<file path="src/rtl/kernel_serializer_pkg.sv">
// -----------------------------------------------------------------------------
// kernel_serializer_pkg
// Shared parameters for the 3x3 kernel datapath (serializer and collector).
//   DATA_WIDTH_DEF : default width of one kernel/window word
//   NUM_WORDS_DEF  : default words per frame (3x3 kernel)
//   IDX_W          : width of the word index carried alongside serial data
//   ser_state_e    : serializer FSM state encoding
// -----------------------------------------------------------------------------
package kernel_serializer_pkg;

  localparam int DATA_WIDTH_DEF = 32;
  localparam int NUM_WORDS_DEF  = 9;
  localparam int IDX_W          = 4;

  typedef enum logic {
    ST_IDLE = 1'b0,  // no frame held
    ST_SEND = 1'b1   // emitting words of the held frame
  } ser_state_e;

endpackage

</file>
<file path="src/rtl/kernel_serializer.sv">
// -----------------------------------------------------------------------------
// kernel_serializer
// Parallel-to-serial counterpart of the 9-word kernel collector. A whole frame
// is latched on accept and emitted one word per transfer, word 0 first, so that
// serializer -> collector reproduces kernel_in bit-exact.
//
// Handshakes (valid/ready, both sides):
//   upstream   : a frame moves when valid_in & ready_out at a rising edge;
//                upstream holds valid_in/kernel_in until that happens.
//   downstream : a word moves when valid_out & beat_en at a rising edge;
//                data_out/index_out/last_out stay put until it does.
//                beat_en is ready_in when SER_STALL_EN is defined, else 1.
//
// Ports:
//   clk        single clock, rising edge
//   rst        synchronous active-low reset
//   valid_in   kernel_in holds a frame
//   kernel_in  frame, word k at [k*DATA_WIDTH +: DATA_WIDTH]
//   ready_in   downstream accepts word (only with SER_STALL_EN)
//   ready_out  frame accepted this cycle if valid_in
//   data_out   current serial word
//   valid_out  data_out is valid
//   index_out  index of the word on data_out
//   last_out   data_out is word NUM_WORDS-1
//
// Configuration macro: SER_STALL_EN (adds ready_in backpressure).
// -----------------------------------------------------------------------------
module kernel_serializer
  import kernel_serializer_pkg::*;
#(
  parameter int DATA_WIDTH = DATA_WIDTH_DEF,
  parameter int NUM_WORDS  = NUM_WORDS_DEF
) (
  input  logic                            clk,
  input  logic                            rst,
  input  logic                            valid_in,
  input  logic [DATA_WIDTH*NUM_WORDS-1:0] kernel_in,
`ifdef SER_STALL_EN
  input  logic                            ready_in,
`endif
  output logic                            ready_out,
  output logic [DATA_WIDTH-1:0]           data_out,
  output logic                            valid_out,
  output logic [IDX_W-1:0]                index_out,
  output logic                            last_out
);

  localparam int FRAME_W = DATA_WIDTH * NUM_WORDS;
  localparam logic [IDX_W-1:0] LAST_IDX = IDX_W'(NUM_WORDS - 1);

  ser_state_e                state_q, state_d;
  logic [FRAME_W-1:0]        frame_q, frame_d;
  logic [DATA_WIDTH-1:0]     data_q, data_d;
  logic [IDX_W-1:0]          idx_q, idx_d, idx_inc;
  logic                      last_q, last_d;

  logic beat_en;
  logic xfer;
  logic last_xfer;
  logic accept;

`ifdef SER_STALL_EN
  assign beat_en = ready_in;
`else
  assign beat_en = 1'b1;
`endif

  assign xfer      = valid_out & beat_en;
  assign last_xfer = xfer & last_q;
  assign accept    = valid_in & ready_out;
  assign idx_inc   = idx_q + IDX_W'(1);

  // State register
  always_ff @(posedge clk) begin
    if (!rst) state_q <= ST_IDLE;
    else      state_q <= state_d;
  end

  // Next-state logic
  always_comb begin
    state_d = state_q;
    case (state_q)
      ST_IDLE: if (accept) state_d = ST_SEND;
      ST_SEND: if (last_xfer && !accept) state_d = ST_IDLE;
      default: state_d = ST_IDLE;
    endcase
  end

  // Output logic. ready_out is gated by rst so no frame is taken during reset.
  // A new frame can be taken on the very cycle the last word leaves, which is
  // what lets back-to-back frames stream without a bubble.
  always_comb begin
    valid_out = (state_q == ST_SEND);
    ready_out = rst & ((state_q == ST_IDLE) | last_xfer);
  end

  // Datapath next values: accept has priority over the end-of-frame clear so
  // a simultaneous accept restarts at word 0 of the new frame.
  always_comb begin
    frame_d = frame_q;
    data_d  = data_q;
    idx_d   = idx_q;
    last_d  = last_q;
    if (accept) begin
      frame_d = kernel_in;
      data_d  = kernel_in[DATA_WIDTH-1:0];
      idx_d   = '0;
      last_d  = (NUM_WORDS == 1);
    end else if (last_xfer) begin
      data_d  = '0;
      idx_d   = '0;
      last_d  = 1'b0;
    end else if (xfer) begin
      // idx_inc is at most LAST_IDX here because last_q stops the count.
      data_d  = frame_q[int'(idx_inc)*DATA_WIDTH +: DATA_WIDTH];
      idx_d   = idx_inc;
      last_d  = (idx_inc == LAST_IDX);
    end
  end

  always_ff @(posedge clk) begin
    if (!rst) begin
      frame_q <= '0;
      data_q  <= '0;
      idx_q   <= '0;
      last_q  <= 1'b0;
    end else begin
      frame_q <= frame_d;
      data_q  <= data_d;
      idx_q   <= idx_d;
      last_q  <= last_d;
    end
  end

  assign data_out  = data_q;
  assign index_out = idx_q;
  assign last_out  = last_q;

endmodule
</file>
<file path="config.mk">
export PLATFORM = sky130hd
export DESIGN_NAME = kernel_serializer
export DESIGN_NICKNAME = d
export VERILOG_FILES = /design/src/rtl/kernel_serializer_pkg.sv /design/src/rtl/kernel_serializer.sv
export SDC_FILE = /design/constraint.sdc
export NUM_CORES = 1
export LEC_CHECK = 0
export CAP_MARGIN = 0
export CELL_PAD_IN_SITES_DETAIL_PLACEMENT = 2
export CELL_PAD_IN_SITES_GLOBAL_PLACEMENT = 2
export CORE_AREA = 8 8 240 242
export DETAILED_ROUTE_END_ITERATION = 10
export DIE_AREA = 0 0 248 250
export PLACE_DENSITY = 0.75
export SYNTH_ARGS = -nofsm -noshare
export SYNTH_HDL_FRONTEND = slang
export SYNTH_SLANG_ARGS = --single-unit
</file>
<file path="constraint.sdc">
create_clock -name clk -period 2 [get_ports clk]
set_input_delay 0.6 -clock clk [delete_from_list [all_inputs] [get_ports clk]]
set_output_delay 0.6 -clock clk [all_outputs]
set_load 0.02 [all_outputs]
</file>
==> results of run 1 <==
## registers in the layout, indices dropped and copies added, names as in the netlist
| register | count |
|---|---|
| data_out | 32 |
| last_out | 1 |
| frame_q | 288 |
| index_out | 4 |
| valid_out | 1 |
## worst max path at each step
| stage | endpoint | slack (ns) |
|---|---|---|
| finish | data_out[12] | -0.06 |
| global route | data_out[21] | -0.11 |
| CTS | index_out[0] | -0.13 |
| detailed placement | data_out[2] | -0.22 |
| global placement | data_out[2] | -0.19 |
| floorplan | data_out[14] | -0.009 |
## logic make-up (layout without fill, tap and decap cells)
family | Yosys count | in the layout | share of synthesized area, %
AO/OA/AOI/OAI | 236 | 236 | 11.7
XOR/XNOR | 4 | 4 | 0.244
adder cells (fa/ha/maj) | 1 | 1 | 0.0870
buffers and inverters | 158 | 507 | 6.42
flip-flops | 326 | 326 | 45.4
multiplexers | 66 | 66 | 10.2
other | 0 | 8 | 0
AND/OR/NAND/NOR | 886 | 891 | 26.0
## power breakdown
part | internal, mW | total (mW) | switching [mW]
clock network | 4.32 | 7.22 | 2.90
logic | 1.31 | 2.55 | 1.24
registers | 6.93 | 7.23 | 0.300
## worst reg2reg max path, stage by stage, from the launching register on
cell	delay (ns)
dfxtp_4	0.37
ha_4	0.30
buf_12	0.15
buf_16	0.15
mux4_2	0.63
a221o_1	0.36
## metrics by stage
stage / area (um^2) / instances
after floorplan: 14400 / 1677
after global placement: 18700 / 2633
after detailed placement: 18700 / 2633
after CTS: 20300 / 2717
after global routing: 20500 / 2733
final: 20500 / 2735
## cells in the mapped netlist, types with 11 or more instances
cell and instances:
nor2_1 12, a31oi_1 33, a21oi_1 34, buf_2 65
o21bai_1 32, nand2_1 611, dfxtp_1 326, a221o_1 32
o311ai_1 31, clkbuf_1 49, o21ai_0 39, buf_4 11
nand3_1 218, and3_1 33, buf_6 27, mux4_2 64
a21boi_0 30
## routing by layer
metal / vias to the layer above / part of all wire (%) / track usage [%]
li1: 6488 / - / -
met1: 7062 / 43 / 26.8
met2: 372 / 48 / 35.5
met5: - / 0.21 / 0
met3: 114 / 6.1 / 5.29
met4: 22 / 2.7 / 6.65
## final cells by class
cell class                      instances  area (um^2)
Fill cell                            5825        33000
Multi-Input combinational cell       1198         7160
Sequential cell                       326         6540
Timing Repair Buffer                  439         4660
Clock buffer                           58         1180
Tap cell                              696          871
Clock inverter                          9          100
Antenna cell                            8         20.0
Inverter                                1         3.75
## timing repair
item / 4_1_cts / 5_1_grt
gates cloned: 11 / 1
setup buffers: 6 / 11
endpoints found under the setup margin: 71 / 38
resized for setup: 84 / 23
pin swaps: 18 / 19
==> flow_summary.ini, run 1 <==
[flow_run]
timing.max_cap.violations = 0

[placement]
gp_congestion = 0.816
hpwl_mm = 48.7
port-buffer-count = 329
place_ws_ns = -0.225

[drt]
drt_iter0_markers = 740
vias = 14100
routedWlPerCell_um = 24.9
drcViolationCount = 0
via_per_inst = 5.14
ant_nets = 0
first_pass_iters = 7
finalWirelength_mm = 68.2

[final_layout]
finalNetCount = 2298
mostFrequentLayoutCells = nand2_1, dfxtp_1, clkdlybuf4s50_1
final_common_cell = nand2_1
post-route-util_pct = 38.4
drive_above_1_share_pct = 13.6
syn2layout_area_growth_pct = 42.7

[synth]
synth.avg_cell_area_um2 = 8.58
yosysSeqAreaShare_pct = 45.4
syn_inst = 1677
async_flop_share_pct = 0
netlist.top_cell.by_area = dfxtp_1
yosys.area.top_type_share_pct = 45.4
synth_area_leaders = dfxtp_1, nand2_1, mux4_2
synth_enable_flop_cells = 0
synthFlopType = dfxtp_1
syn-num-nets = 1969
synth.distinct_cells = 39
yosysWarnings = 0
ys_ff_latch = 326
synth_area_um2 = 14400

[critical_path]
cp_max_fo = 6
r2r-end = data_out[12]
r2r_start = index_out[0]
worstSetupEndpointType = flip-flop
critical_path_class = flip-flop to flip-flop
start_kind = flip-flop
cp_data_arrival_time_ns = 2.51
crit_required_ns = 2.45
rrSetupSlack_ns = -0.06
cp_top_family = multiplexers
crit_path_start = index_out[0]
worst-path-buf-inv = 2
path_cells = ha_4, buf_12, buf_16, mux4_2, a221o_1
slowest_stage = mux4_2
r2r_cells = 5
critical_path.max_stage_delay_ns = 0.62
path_depth = 5

[global_route]
grt_antenna_before_repair = 20
overflow = 0
grt_max_degree = 66
grt_usage_pct = 21.3
grt_pass1_vias = 15400
grt_first_pass_wirelength_mm = 101

[pwr]
ir_drop_mv = 0.457
cellPowerDensity_nw_per_um2 = 828
power.leakage_nw = 8.59
power_mw = 17.0

[sta]
period_share_pct = 103
slew_viol_final = 0
fin_hold_ws_ns = 0.453
tightest_slew_ns = 0.881
clock.fmax_mhz = 485
finalHoldViolCount = 0
setup_viol = 23
skew_ns = 0.0132
slew_headroom_pct = 41.3
fin_crit_ns = 2.06
rsz0062_at_grt = true
timing.setup.tns_ns = -0.551
fin_ws_ns = -0.0605

[worst_hold_path]
min_to = frame_q[252]
hp-class = flip-flop to flip-flop
min_path_cells = 2
min_from = frame_q[252]

[cts]
clock-sinks = 326
clock-root-buffer = clkbuf_16
h-tree-depth = 2
clk_path_buf_depth = 3
cts-buffers-inserted = 40
cts.clk_slew.worst_paths_ns = 0.06
cts_hold_buf = 0
cts_tree = done
clk_latency_ns = 0.56

[floorplan]
fp.dieH_um = 250
rows = 85
fp.coreArea_um2 = 53500
start_util_pct = 26.9
die_w_um = 248
ioPinCount = 330
die-area_um2 = 62000

[status]
status = finished with violations
failed_checks = setup timing
No activity file was read; power rests on OpenSTA's default activity.
==> run 2, diff against run 1 <==
--- a/config.mk
+++ b/config.mk
@@ -5,13 +5,14 @@
 export SDC_FILE = /design/constraint.sdc
 export NUM_CORES = 1
 export LEC_CHECK = 0
-export CAP_MARGIN = 0
+export CAP_MARGIN = 10
 export CELL_PAD_IN_SITES_DETAIL_PLACEMENT = 2
 export CELL_PAD_IN_SITES_GLOBAL_PLACEMENT = 2
-export CORE_AREA = 8 8 240 242
+export CORE_AREA = 8 8 215 217
 export DETAILED_ROUTE_END_ITERATION = 10
-export DIE_AREA = 0 0 248 250
-export PLACE_DENSITY = 0.75
+export DIE_AREA = 0 0 223 225
+export DONT_BUFFER_PORTS = 1
+export PLACE_DENSITY = 0.74
 export SYNTH_ARGS = -nofsm -noshare
 export SYNTH_HDL_FRONTEND = slang
 export SYNTH_SLANG_ARGS = --single-unit
==> run 2 against run 1 <==
Net effect: the run still ends with setup timing left; flip-flop and latch count unchanged; die area shrank 19%; sequential power up 1%; first-iteration DRC count grew 38%; worst setup slack lost 0.0092 ns; global-route usage rose by 1.4 points; critical path depth decreased by 3; largest cell class unchanged; largest power group is now clock; highest routed layer unchanged.
==> flow_summary.ini, run 2 (synthesized netlist as in run 1, its figures left out) <==
[critical_path]
slowest_stage = nor2_4
worst-path-buf-inv = 1
cp_top_family = simple AND/OR/NAND/NOR gates
critical_path_class = input pin to output port
critical_path.max_stage_delay_ns = 0.29
cp_max_fo = 325
start_kind = input pin
path_cells = inv_2, nor2_4
worstSetupEndpointType = output port
crit_required_ns = 1.40
cp_data_arrival_time_ns = 1.47

[sta]
fin_ws_ns = -0.0697
slew_headroom_pct = 18.3
timing.setup.tns_ns = -0.0865
slew_viol_final = 0
period_share_pct = 103
clock.fmax_mhz = 483
tightest_slew_ns = 1.23
rsz0062_at_grt = true
setup_viol = 2
skew_ns = 0.0159
fin_crit_ns = 2.07
finalHoldViolCount = 0

[final_layout]
largest_register_ffs = 288
drive_above_1_share_pct = 12.3
mostFrequentLayoutCells = nand2_1, dfxtp_1, nand3_1
regMostFlops = frame_q
final_common_cell = nand2_1
multi_input_area_um2 = 7040
register_area_um2 = 6540
syn2layout_area_growth_pct = 14.6
fillers = 4603
finalNetCount = 1911

[drt]
via_per_inst = 5.66
drt_iter0_markers = 1024
first_pass_iters = 5
vias = 12400
ant_nets = 0
drcViolationCount = 0
finalWirelength_mm = 60.3
routedWlPerCell_um = 27.4

[floorplan]
fp.coreArea_um2 = 42700
start_util_pct = 33.7
rows = 76
fp.dieH_um = 225
die-area_um2 = 50200
ioPinCount = 330
die_w_um = 223

[cts]
clock-root-buffer = clkbuf_16
clk_path_buf_depth = 3
h-tree-depth = 2
cts-buffers-inserted = 39
cts_hold_buf = 0
clk_latency_ns = 0.55
cts.clk_slew.worst_paths_ns = 0.06
clock-sinks = 326
cts_tree = done

[pwr]
ir_drop_mv = 0.560
power.leakage_nw = 6.94
cellPowerDensity_nw_per_um2 = 989

[placement]
hpwl_mm = 42.4
place_ws_ns = -0.0834
gp_congestion = 0.804
port-buffer-count = 0

[global_route]
grt_antenna_before_repair = 6
grt_pass1_vias = 13400
grt_max_degree = 326
overflow = 0
grt_first_pass_wirelength_mm = 87.1
grt_usage_pct = 22.7

[flow_run]
timing.max_cap.violations = 0

[status]
status = finished with violations
failed_checks = setup timing

[worst_hold_path]
hp-class = input pin to flip-flop
## run 2: path summary, 6_finish.rpt
path | from | end | slack [ns] | cells after the start
max | rst | ready_out | -0.07 | 2
min | kernel_in[185] | frame_q[185] | 0.15 | 2
max reg2reg | index_out[0] | data_out[13] | -0.02 | 5
min reg2reg | frame_q[124] | frame_q[124] | 0.46 | 2
## run 2: area by class of cell
class / count / area share, %
clock buffers: 58 / 7.10
multi-input cells: 1194 / 42.7
clock inverters: 11 / 1.11
flip-flops and latches: 326 / 39.6
diodes: 6 / 0.0911
well taps: 546 / 4.14
repair buffers: 57 / 5.22
inverters: 1 / 0.0228
## run 2: what timing repair did
action	in CTS	in global routing
gates cloned	1	5
pin swaps	8	16
setup endpoints to repair	20	32
setup buffers	3	6
gates resized for setup	5	14
## run 2: metrics by stage
step / instance area (um^2) / power (mW) / std cells / hold slack, ns / util, %
floorplan: 14400 / 8.38 / 1677 / 0.431 / -
CTS: 16300 / 16.4 / 2183 / 0.122 / 38.1
finish: 16500 / 16.3 / 2199 / 0.148 / 38.6
global route: 16500 / 16.9 / 2196 / 0.134 / 38.6
detailed placement: 14800 / 8.81 / 2110 / 0.446 / 34.7
global placement: 14800 / 8.74 / 2110 / 0.439 / 34.7
## run 2: power by group
group / internal (mW) / switching [mW] / total [mW]
Clock: 4.68 / 2.85 / 7.53
Combinational: 0.669 / 0.802 / 1.47
Sequential: 6.93 / 0.379 / 7.31
Total: 12.3 / 4.03 / 16.3
## run 2: layer usage
metal	global-route usage (%)	wire length, um
met5	0	13
met4	5.03	1070
met3	7.60	4690
met2	37.5	28600
met1	28.6	25900
==> run 3, diff against run 2 <==
--- a/config.mk
+++ b/config.mk
@@ -5,12 +5,13 @@
 export SDC_FILE = /design/constraint.sdc
 export NUM_CORES = 1
 export LEC_CHECK = 0
+export ABC_AREA = 1
 export CAP_MARGIN = 10
 export CELL_PAD_IN_SITES_DETAIL_PLACEMENT = 2
 export CELL_PAD_IN_SITES_GLOBAL_PLACEMENT = 2
-export CORE_AREA = 8 8 215 217
+export CORE_AREA = 8 8 227 229
 export DETAILED_ROUTE_END_ITERATION = 10
-export DIE_AREA = 0 0 223 225
+export DIE_AREA = 0 0 235 237
 export DONT_BUFFER_PORTS = 1
 export PLACE_DENSITY = 0.74
 export SYNTH_ARGS = -nofsm -noshare
==> run 3 against run 2 <==
Net effect: the run now ends clean; largest cell class unchanged; die area rose by 11%; routed wire length rose by 5.4%; global-route usage fell by 0.50 points; combinational power rose by 45%; worst setup slack improved by 0.13 ns; flip-flop and latch count did not move; fmax rose by 6.6%; register-to-register slack improved by 0.13 ns; area after synthesis rose by 5.6%; clock skew rose by 0.0048 ns; synthesized cell count rose by 27%.
==> flow_summary.ini, run 3 <==
[status]
status = complete, no violations

[drt]
ant_nets = 0
routedWlPerCell_um = 23.3
via_per_inst = 5.19
drcViolationCount = 0
finalWirelength_mm = 63.5
vias = 14200
drt_iter0_markers = 602
first_pass_iters = 4

[final_layout]
regMostFlops = frame_q
mostFrequentLayoutCells = nand2_1, a21oi_1, dfxtp_1
final_area_um2 = 17300
drive_above_1_share_pct = 9.81
finalNetCount = 2361
final_common_cell = nand2_1
syn2layout_area_growth_pct = 13.9
largest_register_ffs = 288

[synth]
synth_enable_flop_cells = 0
syn_inst = 2132
post-synth-top-count-cell = nand2_1
synth_area_um2 = 15200
syn-num-nets = 2424
netlist.top_cell.by_area = dfxtp_1
async_flop_share_pct = 0
synth.distinct_cells = 25
synth_area_leaders = dfxtp_1, a21oi_1, nand2_1
ys_ff_latch = 326
yosys.area.top_type_share_pct = 43.0
synth.avg_cell_area_um2 = 7.13
synthTopCellsByCount = nand2_1, a21oi_1, dfxtp_1
synthFlopType = dfxtp_1
yosysSeqAreaShare_pct = 43.0
yosysWarnings = 0

[cts]
cts-buffers-inserted = 41
clk_path_buf_depth = 3
cts_tree = done
cts.clk_slew.worst_paths_ns = 0.06
clock-root-buffer = clkbuf_16
clk_latency_ns = 0.56
clock-sinks = 326
postCtsSetupRepairBufs = 0
h-tree-depth = 2

[sta]
period_share_pct = 97.0
slew_viol_final = 0
fin_ws_ns = 0.0593
setup_viol = 0
clock.fmax_mhz = 515
finalHoldViolCount = 0
slew_headroom_pct = 63.9
fin_hold_ws_ns = 0.187
fin_crit_ns = 1.94
tightest_slew_ns = 0.541
skew_ns = 0.0207
timing.setup.tns_ns = 0
rsz0062_at_grt = false

[floorplan]
fp.coreArea_um2 = 48100
rows = 81
fp.dieH_um = 237
die_w_um = 235
die-area_um2 = 55700
ioPinCount = 330
start_util_pct = 31.6

[global_route]
grt_usage_pct = 22.2
grt_antenna_before_repair = 15
grt_pass1_vias = 15400
overflow = 0
grt_first_pass_wirelength_mm = 96.0
grt_max_degree = 258

[worst_hold_path]
hp-class = input pin to flip-flop
min_path_cells = 2

[pwr]
p_sw_mw = 4.64
combinationalPowerShare_pct = 12.7
cellPowerDensity_nw_per_um2 = 970
p_int_mw = 12.1
swShare_pct = 27.6
ir_drop_mv = 0.477
seqPwrFrac_pct = 42.4
power.clock.fraction_pct = 44.8
power.leakage_nw = 6.80

[critical_path]
critical_path.max_stage_delay_ns = 0.32
crit_required_ns = 1.40
path_depth = 4
path_cells = inv_2, nor2_4, nor2_4, buf_6
cp_data_arrival_time_ns = 1.34
critical_path_class = flip-flop to output port
slowest_stage = dfxtp_1
cp_top_family = flip-flops
start_kind = flip-flop
worstSetupEndpointType = output port
cp_max_fo = 2
r2r_cells = 9
worst-path-buf-inv = 2
crit_top_cell = nor2_4

[flow_run]
timing.max_cap.violations = 0

[placement]
gp_congestion = 0.846
place_ws_ns = -0.0243
hpwl_mm = 45.8
port-buffer-count = 0
placed_cell_area_um2 = 15900
==> run 3: changes by cell type after synthesis, moves of 32 or more <==
cell      delta
a21oi_1    +292
inv_1      +287
o21ai_1    +242
nand2_1    -185
mux4_2      -64
nand3_2     +58
a31oi_1     -33
and3_1      -33
a221o_1     -32
nor3_1      +32
o21bai_1    -32
==> run 3: repair_timing <==
action | in CTS | in global routing
hold buffers | 0 | 0
setup endpoints to repair | 7 | 3
gates cloned | 1 | 0
gates resized for setup | 5 | 3
==> run 3: cell type report <==
class                      instances  area (um^2)
multi-input combinational       1340         6620
inverter                         293         1100
fill                            5596        30800
clock buffer                      63         1240
clock inverter                    10          108
timing repair buffer              67          893
tap                              622          778
sequential                       326         6530
antenna                           10         25.0
==> run 3: final timing paths <==
path / start / endpoint / slack [ns]
min reg2reg: frame_q[56] / frame_q[56] / 0.45
max reg2reg: index_out[0] / data_out[28] / 0.11
max: valid_out / ready_out / 0.06
min: valid_in / valid_out / 0.19
==> run 3: layer usage <==
metal / vias up / global-route usage (%) / share of wire (%)
met5: - / 0 / 0.11
met4: 12 / 7.94 / 3.4
met3: 112 / 5.86 / 6.1
met2: 269 / 38.4 / 49
met1: 6986 / 26.3 / 42
li1: 6798 / - / -
==> run 3: logic make-up after synthesis <==
family          count (synthesis)  synth area share, %
flops                         326                 43.0
fa+ha+maj                       1               0.0824
compound gates                614                 20.2
buf+inv                       466                 13.9
xor+xnor                        4                0.502
simple gates                  721                 22.3
==> run 3: worst register-to-register path, stage by stage, from the launching register on <==
cell and delay [ns]:
dfxtp_4 0.39, ha_4 0.29, buf_12 0.25, buf_12 0.21, nand3_1 0.13, nand3_1 0.13
nand3_2 0.06, nand2_1 0.07, nand2_1 0.07, a21oi_1 0.19
==> run 3: power by group through the flow <==
stage,sequential [mW],combinational (mW),clock [mW]
2_1_floorplan,7.20,1.52,0
3_3_place_gp,7.24,2.05,0
3_5_place_dp,7.26,2.13,0
4_1_cts,7.13,2.17,7.76
5_1_grt,7.16,2.41,8.02
6_report,7.12,2.13,7.52
==> run 3: stage by stage <==
stage	util [%]	total power, mW	instances
final	35.9	16.8	2731
after global routing	35.9	17.6	2726
after CTS	35.9	17.1	2721
after detailed placement	33.0	9.39	2647
after global placement	33.0	9.29	2647
after floorplan	-	8.73	2132
